<file path="config.mk">
export PLATFORM = sky130hd
export DESIGN_NAME = gated_clk_ctrl
export DESIGN_NICKNAME = d
export VERILOG_FILES = /design/src/rtl/gated_clk_pkg.sv /design/src/rtl/gated_clk_ch.sv /design/src/rtl/gated_clk_ctrl.sv
export SDC_FILE = /design/constraint.sdc
export NUM_CORES = 1
export LEC_CHECK = 0
export BUFFER_PORTS_ARGS = -buffer_cell sky130_fd_sc_hd__buf_4
export CAP_MARGIN = 15
export CORE_UTILIZATION = 55
export CTS_CLUSTER_DIAMETER = 30
export DETAILED_ROUTE_END_ITERATION = 12
export GPL_TIMING_DRIVEN = 0
export PLACE_DENSITY = 0.8
export SYNTH_ARGS = -nofsm -noshare
export SYNTH_HDL_FRONTEND = slang
export SYNTH_SLANG_ARGS = --single-unit
</file>
<file path="constraint.sdc">
create_clock -name clk_in -period 3.2 [get_ports clk_in]
set_clock_uncertainty 0.15 [all_clocks]
set_input_delay 0.32 -clock clk_in [delete_from_list [all_inputs] [get_ports clk_in]]
set_output_delay 0.32 -clock clk_in [all_outputs]
set_load 0.02 [all_outputs]
</file>
<file path="src/rtl/gated_clk_pkg.sv">
// gated_clk_pkg: shared state type, default parameters and counter-width helper
package gated_clk_pkg;
  typedef enum logic [1:0] {OFF, WAKE, ON, HOLD} ch_state_t;
  localparam int DEF_CH_NUM   = 4;
  localparam int DEF_HOLD_CYC = 8;
  localparam int DEF_WAKE_CYC = 2;
  function automatic int cnt_w(input int hold_cyc, input int wake_cyc);
    int m;
    int w;
    m = (hold_cyc > wake_cyc) ? hold_cyc : wake_cyc;
    w = $clog2(m + 1);
    return (w < 1) ? 1 : w;
  endfunction
endpackage

</file>
<file path="src/rtl/gated_clk_ch.sv">
// gated_clk_ch: one gated-clock channel, OFF/WAKE/ON/HOLD FSM with a wake/hold down-counter
module gated_clk_ch
  import gated_clk_pkg::*;
#(
  parameter int HOLD_CYC = DEF_HOLD_CYC,
  parameter int WAKE_CYC = DEF_WAKE_CYC,
  parameter int CNT_W    = cnt_w(HOLD_CYC, WAKE_CYC)
) (
  input  logic clk_in,
  input  logic cpurst_b,
  input  logic i_req,
  output logic o_en,
  output logic o_ack,
  output logic o_off
);
  localparam logic [CNT_W-1:0] HOLD_LD = CNT_W'((HOLD_CYC > 0) ? HOLD_CYC - 1 : 0);
  localparam logic [CNT_W-1:0] WAKE_LD = CNT_W'((WAKE_CYC > 0) ? WAKE_CYC - 1 : 0);
  localparam ch_state_t ST_WAKE = (WAKE_CYC == 0) ? ON : WAKE;
  localparam ch_state_t ST_HOLD = (HOLD_CYC == 0) ? OFF : HOLD;
  ch_state_t r_state, w_state_nxt;
  logic [CNT_W-1:0] r_cnt, w_cnt_nxt;
  logic r_en, r_ack, r_off;
  // next state and counter; a request drop always wins over wake completion, loads win over decrements
  always_comb begin
    w_state_nxt = r_state;
    w_cnt_nxt   = r_cnt;
    case (r_state)
      OFF: if (i_req) begin
        w_state_nxt = ST_WAKE;
        w_cnt_nxt   = WAKE_LD;
      end
      WAKE: if (!i_req) begin
        w_state_nxt = ST_HOLD;
        w_cnt_nxt   = HOLD_LD;
      end else if (r_cnt == '0) w_state_nxt = ON;
      else w_cnt_nxt = r_cnt - 1'b1;
      ON: if (!i_req) begin
        w_state_nxt = ST_HOLD;
        w_cnt_nxt   = HOLD_LD;
      end
      HOLD: if (i_req) w_state_nxt = ON;
      else if (r_cnt == '0) w_state_nxt = OFF;
      else w_cnt_nxt = r_cnt - 1'b1;
      default: w_state_nxt = OFF;
    endcase
  end
  // state, counter and registered output decodes; reset aborts straight to OFF
  always_ff @(posedge clk_in) begin
    if (!cpurst_b) begin
      r_state <= OFF;
      r_cnt   <= '0;
      r_en    <= 1'b0;
      r_ack   <= 1'b0;
      r_off   <= 1'b1;
    end else begin
      r_state <= w_state_nxt;
      r_cnt   <= w_cnt_nxt;
      r_en    <= w_state_nxt != OFF;
      r_ack   <= (w_state_nxt == ON) || (w_state_nxt == HOLD);
      r_off   <= w_state_nxt == OFF;
    end
  end
  assign o_en  = r_en;
  assign o_ack = r_ack;
  assign o_off = r_off;
endmodule

</file>
<file path="src/rtl/gated_clk_ctrl.sv">
// gated_clk_ctrl: request formation, per-channel gating FSMs, scan override and all-off summary
module gated_clk_ctrl
  import gated_clk_pkg::*;
#(
  parameter int CH_NUM   = DEF_CH_NUM,
  parameter int HOLD_CYC = DEF_HOLD_CYC,
  parameter int WAKE_CYC = DEF_WAKE_CYC
) (
  input  logic              clk_in,
  input  logic              cpurst_b,
  input  logic              global_en,
  input  logic [CH_NUM-1:0] module_en,
  input  logic [CH_NUM-1:0] local_en,
  input  logic [CH_NUM-1:0] external_en,
  input  logic [CH_NUM-1:0] force_on,
  input  logic              pad_yy_icg_scan_en,
  output logic [CH_NUM-1:0] clk_en,
  output logic [CH_NUM-1:0] clk_ack,
  output logic [CH_NUM-1:0] clk_off,
  output logic              all_off
);
  logic [CH_NUM-1:0] w_req, w_en;
  // per-channel request: gated enables, or either unconditional source
  always_comb w_req = ({CH_NUM{global_en}} & (module_en | local_en)) | external_en | force_on;
  for (genvar i = 0; i < CH_NUM; i++) begin : g_ch
    gated_clk_ch #(.HOLD_CYC(HOLD_CYC), .WAKE_CYC(WAKE_CYC)) u_ch (
      .clk_in  (clk_in),
      .cpurst_b(cpurst_b),
      .i_req   (w_req[i]),
      .o_en    (w_en[i]),
      .o_ack   (clk_ack[i]),
      .o_off   (clk_off[i])
    );
  end
  // scan opens every gate without touching channel state; all_off only sees registered bits
  always_comb begin
    clk_en  = w_en | {CH_NUM{pad_yy_icg_scan_en}};
    all_off = &clk_off;
  end
endmodule
</file>
==> results of run 1 <==
-- registers in the layout (all words and copies together), names as in the netlist --
| register | flops |
|---|---|
| g_ch.u_ch.o_en | 4 |
| g_ch.u_ch.o_off | 4 |
| g_ch.u_ch.r_cnt | 16 |
| g_ch.u_ch.r_state | 8 |
| g_ch.u_ch.o_ack | 4 |
-- kinds of logic after synthesis --
kind of cell / Yosys count / share of synthesized area
simple gates: 98 / 0.270
compound gates: 86 / 0.287
buf+inv: 36 / 0.0840
flops: 36 / 0.318
mux: 4 / 0.0182
fa+ha+maj: 4 / 0.0221
-- final cells by class --
cell class | instances | area, um^2 | share of cell area
Buffer | 20 | 130 | 0.0493
Clock buffer | 8 | 90.1 | 0.0341
Inverter | 16 | 60.1 | 0.0227
Multi-Input combinational cell | 192 | 1350 | 0.513
Sequential cell | 36 | 721 | 0.273
Tap cell | 48 | 60.1 | 0.0227
Timing Repair Buffer | 30 | 225 | 0.0853
-- cells in the final DEF (no fill, tap or decap), drive strengths merged, types with 7 or more instances in the layout --
master,netlist,final
buf,16,46
nor3,11,11
a31oi,8,8
clkbuf,4,12
or2,7,7
nor2,22,22
inv,16,16
o21a,7,7
dfxtp,36,36
a21oi,9,9
o21ai,15,15
nand2,15,15
-- stage by stage --
step / instance area [um^2] / power [mW] / std cells / hold WS, ps
2_1_floorplan: 2260 / 1.16 / 264 / 308
3_3_place_gp: 2550 / 1.34 / 342 / 332
3_5_place_dp: 2550 / 1.36 / 342 / 340
4_1_cts: 2640 / 1.70 / 350 / 221
5_1_grt: 2640 / 1.82 / 350 / 224
6_report: 2640 / 1.70 / 350 / 226
-- metal layers --
metal / part of all wire / vias to the layer above / routed length [um] / GRT usage
li1: - / 1084 / - / -
met1: 0.46 / 1021 / 2430 / 0.366
met2: 0.47 / 63 / 2500 / 0.439
met3: 0.050 / 9 / 264 / 0.0603
met4: 0.016 / 0 / 85 / 0.101
met5: 0 / - / 0 / 0
-- power by group --
part / internal (mW) / switching, mW
combinational: 0.341 / 0.398
sequential: 0.547 / 0.0740
clock: 0.176 / 0.163
total: 1.06 / 0.634
-- worst reg2reg max path, stage by stage (launching register included) --
cell                      delay, ps
sky130_fd_sc_hd__dfxtp_1        340
sky130_fd_sc_hd__inv_1           70
sky130_fd_sc_hd__ha_1           250
sky130_fd_sc_hd__nor3b_1        560
sky130_fd_sc_hd__nor2_1          80
sky130_fd_sc_hd__a32oi_1        230
sky130_fd_sc_hd__a31oi_1        100
-- final timing paths --
path,slack [ps],startpoint,to,cells after the start
worst max-delay path,1280,g_ch[3].u_ch.r_cnt[0],g_ch[3].u_ch.r_cnt[1],6
worst min-delay path,230,cpurst_b,g_ch[1].u_ch.r_state[0],2
worst max register to register,1280,g_ch[3].u_ch.r_cnt[0],g_ch[3].u_ch.r_cnt[1],6
worst min register to register,340,g_ch[0].u_ch.r_cnt[0],g_ch[0].u_ch.r_cnt[0],2
==> metrics.txt, run 1 <==
# TYPE chip_impl_metric gauge
chip_impl_info{name="cts-root-buf",value="sky130_fd_sc_hd__clkbuf_8"} 1
chip_impl_metric{name="antenna-diode-count",unit=""} 0
chip_impl_metric{name="timing.setup.tns",unit="ps"} 0
chip_impl_metric{name="synth.ff_latch_count",unit=""} 36
chip_impl_info{name="startpoint_type",value="flip-flop"} 1
chip_impl_metric{name="synth_top_area_share",unit=""} 0.318
chip_impl_metric{name="syn-cell-area",unit="um^2"} 2260
chip_impl_metric{name="design.die.area",unit="um^2"} 4380
chip_impl_metric{name="final_slew_viol_count",unit=""} 0
chip_impl_metric{name="syn_nets",unit=""} 288
chip_impl_metric{name="postSynthAreaPerCell",unit="um^2"} 8.58
chip_impl_metric{name="gp_congestion",unit=""} 0.885
chip_impl_metric{name="placement_rows",unit=""} 22
chip_impl_metric{name="sum_of_buffers_and_inverters_on_the_critical_path",unit=""} 1
chip_impl_metric{name="max-cap-violations",unit=""} 0
chip_impl_metric{name="synthDistinctLibCells",unit=""} 63
chip_impl_metric{name="cp_data_required_time",unit="ps"} 3200
chip_impl_metric{name="fin_util",unit=""} 0.695
chip_impl_metric{name="min_period_over_period",unit=""} 0.600
chip_impl_metric{name="clock_sink_count",unit=""} 36
chip_impl_metric{name="cts.path.max_buffers",unit=""} 2
chip_impl_metric{name="floorplan.initialDensity",unit=""} 0.596
chip_impl_metric{name="slowest_delay",unit="ps"} 560
chip_impl_metric{name="vdd_drop_max",unit="mV"} 0.403
chip_impl_metric{name="p_leak",unit="nW"} 1.03
chip_impl_info{name="rsz0062_at_grt",value="false"} 1
chip_impl_metric{name="layout-area-overhead-vs-synth",unit="%"} 16.6
chip_impl_metric{name="detailedPlace.worstSlack",unit="ps"} 1380
chip_impl_metric{name="drt-wirelength-per-cell",unit="um"} 15.1
chip_impl_info{name="outcome",value="complete, no violations"} 1
chip_impl_metric{name="worst_pin_slew",unit="ps"} 676
chip_impl_metric{name="critPathMaxFanout",unit=""} 5
chip_impl_metric{name="grt_start_max_net_pins",unit=""} 11
chip_impl_metric{name="clock_insertion_delay_worst_skew",unit="ps"} 290
chip_impl_metric{name="post_cts_buffers",unit=""} 0
chip_impl_metric{name="crit_arrival",unit="ps"} 1920
chip_impl_metric{name="fin_ws",unit="ps"} 1280
chip_impl_metric{name="number_of_failing_setup_endpoints_in_the_final_timing_report",unit=""} 0
chip_impl_metric{name="drt_pre_antenna_iters",unit=""} 4
chip_impl_metric{name="total_number_of_h_tree_levels",unit=""} 2
chip_impl_metric{name="timing_hold_violations_final",unit=""} 0
chip_impl_metric{name="core-area",unit="um^2"} 3800
chip_impl_metric{name="first_global_vias",unit=""} 1976
chip_impl_info{name="cts_tree",value="yes"} 1
chip_impl_metric{name="floorplan.die.width",unit="um"} 66.2
chip_impl_metric{name="cts_resized",unit=""} 0
chip_impl_metric{name="post_synth_edffs",unit=""} 0
chip_impl_metric{name="route.antenna.remaining_nets",unit=""} 0
chip_impl_info{name="setup.worst_path.end_class",value="flip-flop"} 1
chip_impl_info{name="yosys.cell_count.top_type",value="sky130_fd_sc_hd__dfxtp_1"} 1
chip_impl_metric{name="grt_overflow",unit=""} 0
chip_impl_metric{name="tritoncts.num_buffers",unit=""} 5
chip_impl_info{name="worst_hold_path_type",value="in2reg"} 1
chip_impl_metric{name="synth.yosys.seq_area_share",unit=""} 0.318
chip_impl_metric{name="route.final.wire_length",unit="um"} 5280
chip_impl_metric{name="num_vias",unit=""} 2177
chip_impl_info{name="synth_top_cells_by_area",value="sky130_fd_sc_hd__dfxtp_1, sky130_fd_sc_hd__nor2_1, sky130_fd_sc_hd__buf_4, sky130_fd_sc_hd__inv_1, sky130_fd_sc_hd__nand2_1"} 1
chip_impl_metric{name="port_buffers",unit=""} 30
chip_impl_metric{name="track_usage",unit=""} 0.277
chip_impl_metric{name="grt_pass1_wl",unit="um"} 9160
chip_impl_metric{name="clk_transition_reported_paths",unit="ps"} 70
chip_impl_metric{name="die_height",unit="um"} 66.2
chip_impl_metric{name="fmax",unit="MHz"} 521
chip_impl_info{name="synth_commonest_cells",value="sky130_fd_sc_hd__dfxtp_1, sky130_fd_sc_hd__nor2_1, sky130_fd_sc_hd__inv_1"} 1
chip_impl_metric{name="post-route-min-period",unit="ps"} 1920
chip_impl_metric{name="maxSlewHeadroom",unit=""} 0.549
chip_impl_metric{name="synthCells",unit=""} 264
chip_impl_metric{name="fillerInstances",unit=""} 351
chip_impl_info{name="ys_dominant_reg_cell",value="sky130_fd_sc_hd__dfxtp_1"} 1
chip_impl_metric{name="drc",unit=""} 0
chip_impl_info{name="crit_chain",value="inv_1 -> ha_1 -> nor3b_1 -> nor2_1 -> a32oi_1 -> a31oi_1"} 1
chip_impl_metric{name="io_pins",unit=""} 33
chip_impl_metric{name="drive_above_1_share",unit=""} 0.245
chip_impl_metric{name="nNetsFinal",unit=""} 325
chip_impl_metric{name="grt_antenna_before_repair",unit=""} 0
chip_impl_info{name="cpLargestDelayFamily",value="simple AND/OR/NAND/NOR gates"} 1
chip_impl_metric{name="ctsHoldBuffers",unit=""} 0
chip_impl_info{name="cp_slowest_cell",value="sky130_fd_sc_hd__nor3b_1"} 1
chip_impl_metric{name="drtIter0Drc",unit=""} 165
chip_impl_metric{name="hpwlAfterDp",unit="um"} 3820
chip_impl_info{name="synth_largest_area_cell",value="sky130_fd_sc_hd__dfxtp_1"} 1
chip_impl_info{name="criticalPathCategory",value="reg2reg"} 1
chip_impl_metric{name="ys_warn_count",unit=""} 0
chip_impl_metric{name="synth-async-reset-ratio",unit=""} 0
chip_impl_metric{name="post_drt_via_cell_ratio",unit=""} 6.22
chip_impl_metric{name="power-per-cell-area",unit="nW/um^2"} 643
No activity file was read; power rests on OpenSTA's default activity.
==> inputs of run 2 (changes only) <==
CORE_UTILIZATION = 52   (was 55)
clock period = 1.7 ns   (was 3.2 ns; I/O delays follow)
==> run 2 against run 1 <==
Compared with the run above: register-to-register slack got worse by 1200 ps; wire length rose by 3.0%; global-route usage down 3.1 points; fmax up 17%; hold slack lost 160 ps; clock power is 130% higher; cell area is 5.9% higher; via count grew 2.9%.
==> metrics.txt, run 2 (same netlist as run 1, synthesis figures left out) <==
# TYPE chip_impl_metric gauge
chip_impl_info{name="cts-root-buf",value="sky130_fd_sc_hd__clkbuf_8"} 1
chip_impl_metric{name="p_leak",unit="nW"} 1.09
chip_impl_metric{name="fin_util",unit=""} 0.684
chip_impl_info{name="cpLargestDelayFamily",value="simple AND/OR/NAND/NOR gates"} 1
chip_impl_metric{name="die_height",unit="um"} 68.0
chip_impl_metric{name="detailedPlace.worstSlack",unit="ps"} -183
chip_impl_metric{name="gr-usage-met2",unit=""} 0.398
chip_impl_metric{name="num_vias",unit=""} 2240
chip_impl_metric{name="grt_start_max_net_pins",unit=""} 12
chip_impl_info{name="reg_top3",value="g_ch.u_ch.r_cnt: 16 flops, g_ch.u_ch.r_state: 8 flops"} 1
chip_impl_info{name="worst_setup_path_endpoint",value="g_ch[2].u_ch.o_en"} 1
chip_impl_metric{name="antenna-diode-count",unit=""} 0
chip_impl_metric{name="floorplan.initialDensity",unit=""} 0.554
chip_impl_info{name="grt_most_used_layer",value="met2"} 1
chip_impl_metric{name="hpwlAfterDp",unit="um"} 3770
chip_impl_metric{name="drt_pre_antenna_iters",unit=""} 5
chip_impl_metric{name="post_drt_via_cell_ratio",unit=""} 6.29
chip_impl_metric{name="final_slew_viol_count",unit=""} 0
chip_impl_metric{name="ctsHoldBuffers",unit=""} 0
chip_impl_metric{name="grt.met3_usage",unit=""} 0.0450
chip_impl_metric{name="route.antenna.remaining_nets",unit=""} 0
chip_impl_metric{name="grt_overflow",unit=""} 0
chip_impl_metric{name="crit_arrival",unit="ps"} 1690
chip_impl_metric{name="grt_pass1_wl",unit="um"} 8540
chip_impl_info{name="criticalPathCategory",value="reg2reg"} 1
chip_impl_info{name="cts_tree",value="yes"} 1
chip_impl_metric{name="drt-wirelength-per-cell",unit="um"} 15.3
chip_impl_metric{name="cts.path.max_buffers",unit=""} 2
chip_impl_metric{name="placement_rows",unit=""} 23
chip_impl_metric{name="track_usage",unit=""} 0.246
chip_impl_metric{name="reg2reg_slack",unit="ps"} 60
chip_impl_metric{name="post-route-min-period",unit="ps"} 1640
chip_impl_metric{name="drc",unit=""} 0
chip_impl_metric{name="port_buffers",unit=""} 30
chip_impl_info{name="startpoint_type",value="flip-flop"} 1
chip_impl_metric{name="first_global_vias",unit=""} 1888
chip_impl_info{name="layout.cells.most_common_list",value="sky130_fd_sc_hd__buf_4, sky130_fd_sc_hd__dfxtp_1, sky130_fd_sc_hd__nor2_1, sky130_fd_sc_hd__nand2_1, sky130_fd_sc_hd__inv_1"} 1
chip_impl_metric{name="fmax",unit="MHz"} 611
chip_impl_metric{name="power-per-cell-area",unit="nW/um^2"} 1260
chip_impl_metric{name="min_period_over_period",unit=""} 0.963
chip_impl_metric{name="gp_congestion",unit=""} 0.927
chip_impl_metric{name="timing_hold_violations_final",unit=""} 0
chip_impl_metric{name="worst_pin_slew",unit="ps"} 633
chip_impl_metric{name="cp_data_required_time",unit="ps"} 1750
chip_impl_info{name="outcome",value="complete, no violations"} 1
chip_impl_metric{name="design.die.area",unit="um^2"} 4620
chip_impl_info{name="setup.worst_path.end_class",value="flip-flop"} 1
chip_impl_metric{name="grt_antenna_before_repair",unit=""} 0
chip_impl_metric{name="slowest_delay",unit="ps"} 350
chip_impl_metric{name="total_number_of_h_tree_levels",unit=""} 2
chip_impl_metric{name="placed_area",unit="um^2"} 2550
chip_impl_metric{name="nNetsFinal",unit=""} 329
chip_impl_metric{name="timing.critical_path.depth",unit=""} 6
chip_impl_metric{name="maxSlewHeadroom",unit=""} 0.578
chip_impl_info{name="layout.cells.most_common",value="sky130_fd_sc_hd__buf_4"} 1
chip_impl_info{name="top_register",value="g_ch.u_ch.r_cnt"} 1
chip_impl_metric{name="route.final.wire_length",unit="um"} 5440
chip_impl_metric{name="floorplan.die.width",unit="um"} 68.0
chip_impl_metric{name="clock_sink_count",unit=""} 36
chip_impl_metric{name="io_pins",unit=""} 33
chip_impl_metric{name="clk_transition_reported_paths",unit="ps"} 80
chip_impl_metric{name="sum_of_buffers_and_inverters_on_the_critical_path",unit=""} 1
chip_impl_metric{name="fin_ws",unit="ps"} 63.2
chip_impl_info{name="cp_slowest_cell",value="sky130_fd_sc_hd__dfxtp_2"} 1
chip_impl_info{name="crit-reg2reg-capture",value="g_ch[2].u_ch.o_en"} 1
chip_impl_metric{name="max-cap-violations",unit=""} 0
chip_impl_metric{name="clock_insertion_delay_worst_skew",unit="ps"} 300
chip_impl_metric{name="fillerInstances",unit=""} 335
chip_impl_metric{name="tritoncts.num_buffers",unit=""} 5
chip_impl_metric{name="final_cell_area",unit="um^2"} 2800
chip_impl_metric{name="grt_util_met1",unit=""} 0.317
chip_impl_metric{name="hold_slack",unit="ps"} 66.5
chip_impl_metric{name="reg2regPathDepth",unit=""} 6
chip_impl_info{name="crit_chain",value="inv_2 -> ha_4 -> and4bb_2 -> nand4_1 -> o311a_1 -> a31o_1"} 1
chip_impl_metric{name="critPathMaxFanout",unit=""} 5
chip_impl_metric{name="drive_above_1_share",unit=""} 0.327
chip_impl_metric{name="core-area",unit="um^2"} 4090
chip_impl_info{name="crit-reg2reg-launch",value="g_ch[2].u_ch.r_cnt[0]"} 1
chip_impl_metric{name="max_reg_flops",unit=""} 16
chip_impl_metric{name="vdd_drop_max",unit="mV"} 0.818
chip_impl_metric{name="number_of_failing_setup_endpoints_in_the_final_timing_report",unit=""} 0
chip_impl_info{name="startpoint_of_the_worst_setup_timing_path",value="g_ch[2].u_ch.r_cnt[0]"} 1
chip_impl_metric{name="layout-area-overhead-vs-synth",unit="%"} 23.5
chip_impl_info{name="worst_hold_path_type",value="in2reg"} 1
chip_impl_metric{name="drtIter0Drc",unit=""} 226
## run 2: how the worst min path moves through the flow
| stage | from | end | slack [ps] | cells past startpoint |
|---|---|---|---|---|
| final | cpurst_b | g_ch[1].u_ch.r_state[0] | 70 | 2 |
| after floorplan | external_en[3] | g_ch[3].u_ch.r_cnt[1] | 250 | 3 |
| after global routing | cpurst_b | g_ch[1].u_ch.r_state[0] | 70 | 2 |
| after CTS | cpurst_b | g_ch[1].u_ch.r_state[0] | 70 | 2 |
| after detailed placement | g_ch[0].u_ch.r_cnt[0] | g_ch[0].u_ch.r_cnt[0] | 360 | 2 |
| after global placement | g_ch[0].u_ch.r_cnt[0] | g_ch[0].u_ch.r_cnt[0] | 330 | 2 |
## run 2: power by group
group / total (mW) / switching, mW / internal (mW)
clock: 0.767 / 0.332 / 0.435
sequential: 1.19 / 0.154 / 1.04
combinational: 1.56 / 0.796 / 0.763
total: 3.52 / 1.28 / 2.24
## run 2: what timing repair did
action / 4_1_cts / 5_1_grt
buffers inserted: 1 / 3
pin swaps: 2 / 1
gates resized for setup: 11 / 19
setup endpoints to repair: 12 / 17
## run 2: worst reg2reg max path: cells and delay by family, from the launching register on
family	cells	cell delay [ps]
AO/OA/AOI/OAI	2	380
adder cells (fa/ha/maj)	1	150
buffers and inverters	1	70
flip-flops	1	350
AND/OR/NAND/NOR	2	440
## run 2: metrics by stage
step	std cells	power, mW	setup TNS [ps]
2_1_floorplan	264	2.19	0
3_3_place_gp	344	2.52	-452
3_5_place_dp	344	2.55	-978
4_1_cts	353	3.38	-5.46
5_1_grt	356	3.71	-17.8
6_report	356	3.52	0
## run 2: layer usage
| layer | up-vias | part of all wire |
|---|---|---|
| met5 | - | 0 |
| met4 | 0 | 0.020 |
| met3 | 15 | 0.068 |
| met2 | 96 | 0.47 |
| met1 | 1043 | 0.45 |
| li1 | 1086 | - |
## run 2: final cells by class
class                      count  area (um^2)  area share
multi-input combinational    192         1450       0.519
sequential                    36          728       0.260
timing repair buffer          34          255      0.0913
buffer                        20          130      0.0465
clock buffer                   6         72.6      0.0260
tap                           50         62.6      0.0224
inverter                      16         60.1      0.0215
clock inverter                 2         35.0      0.0125
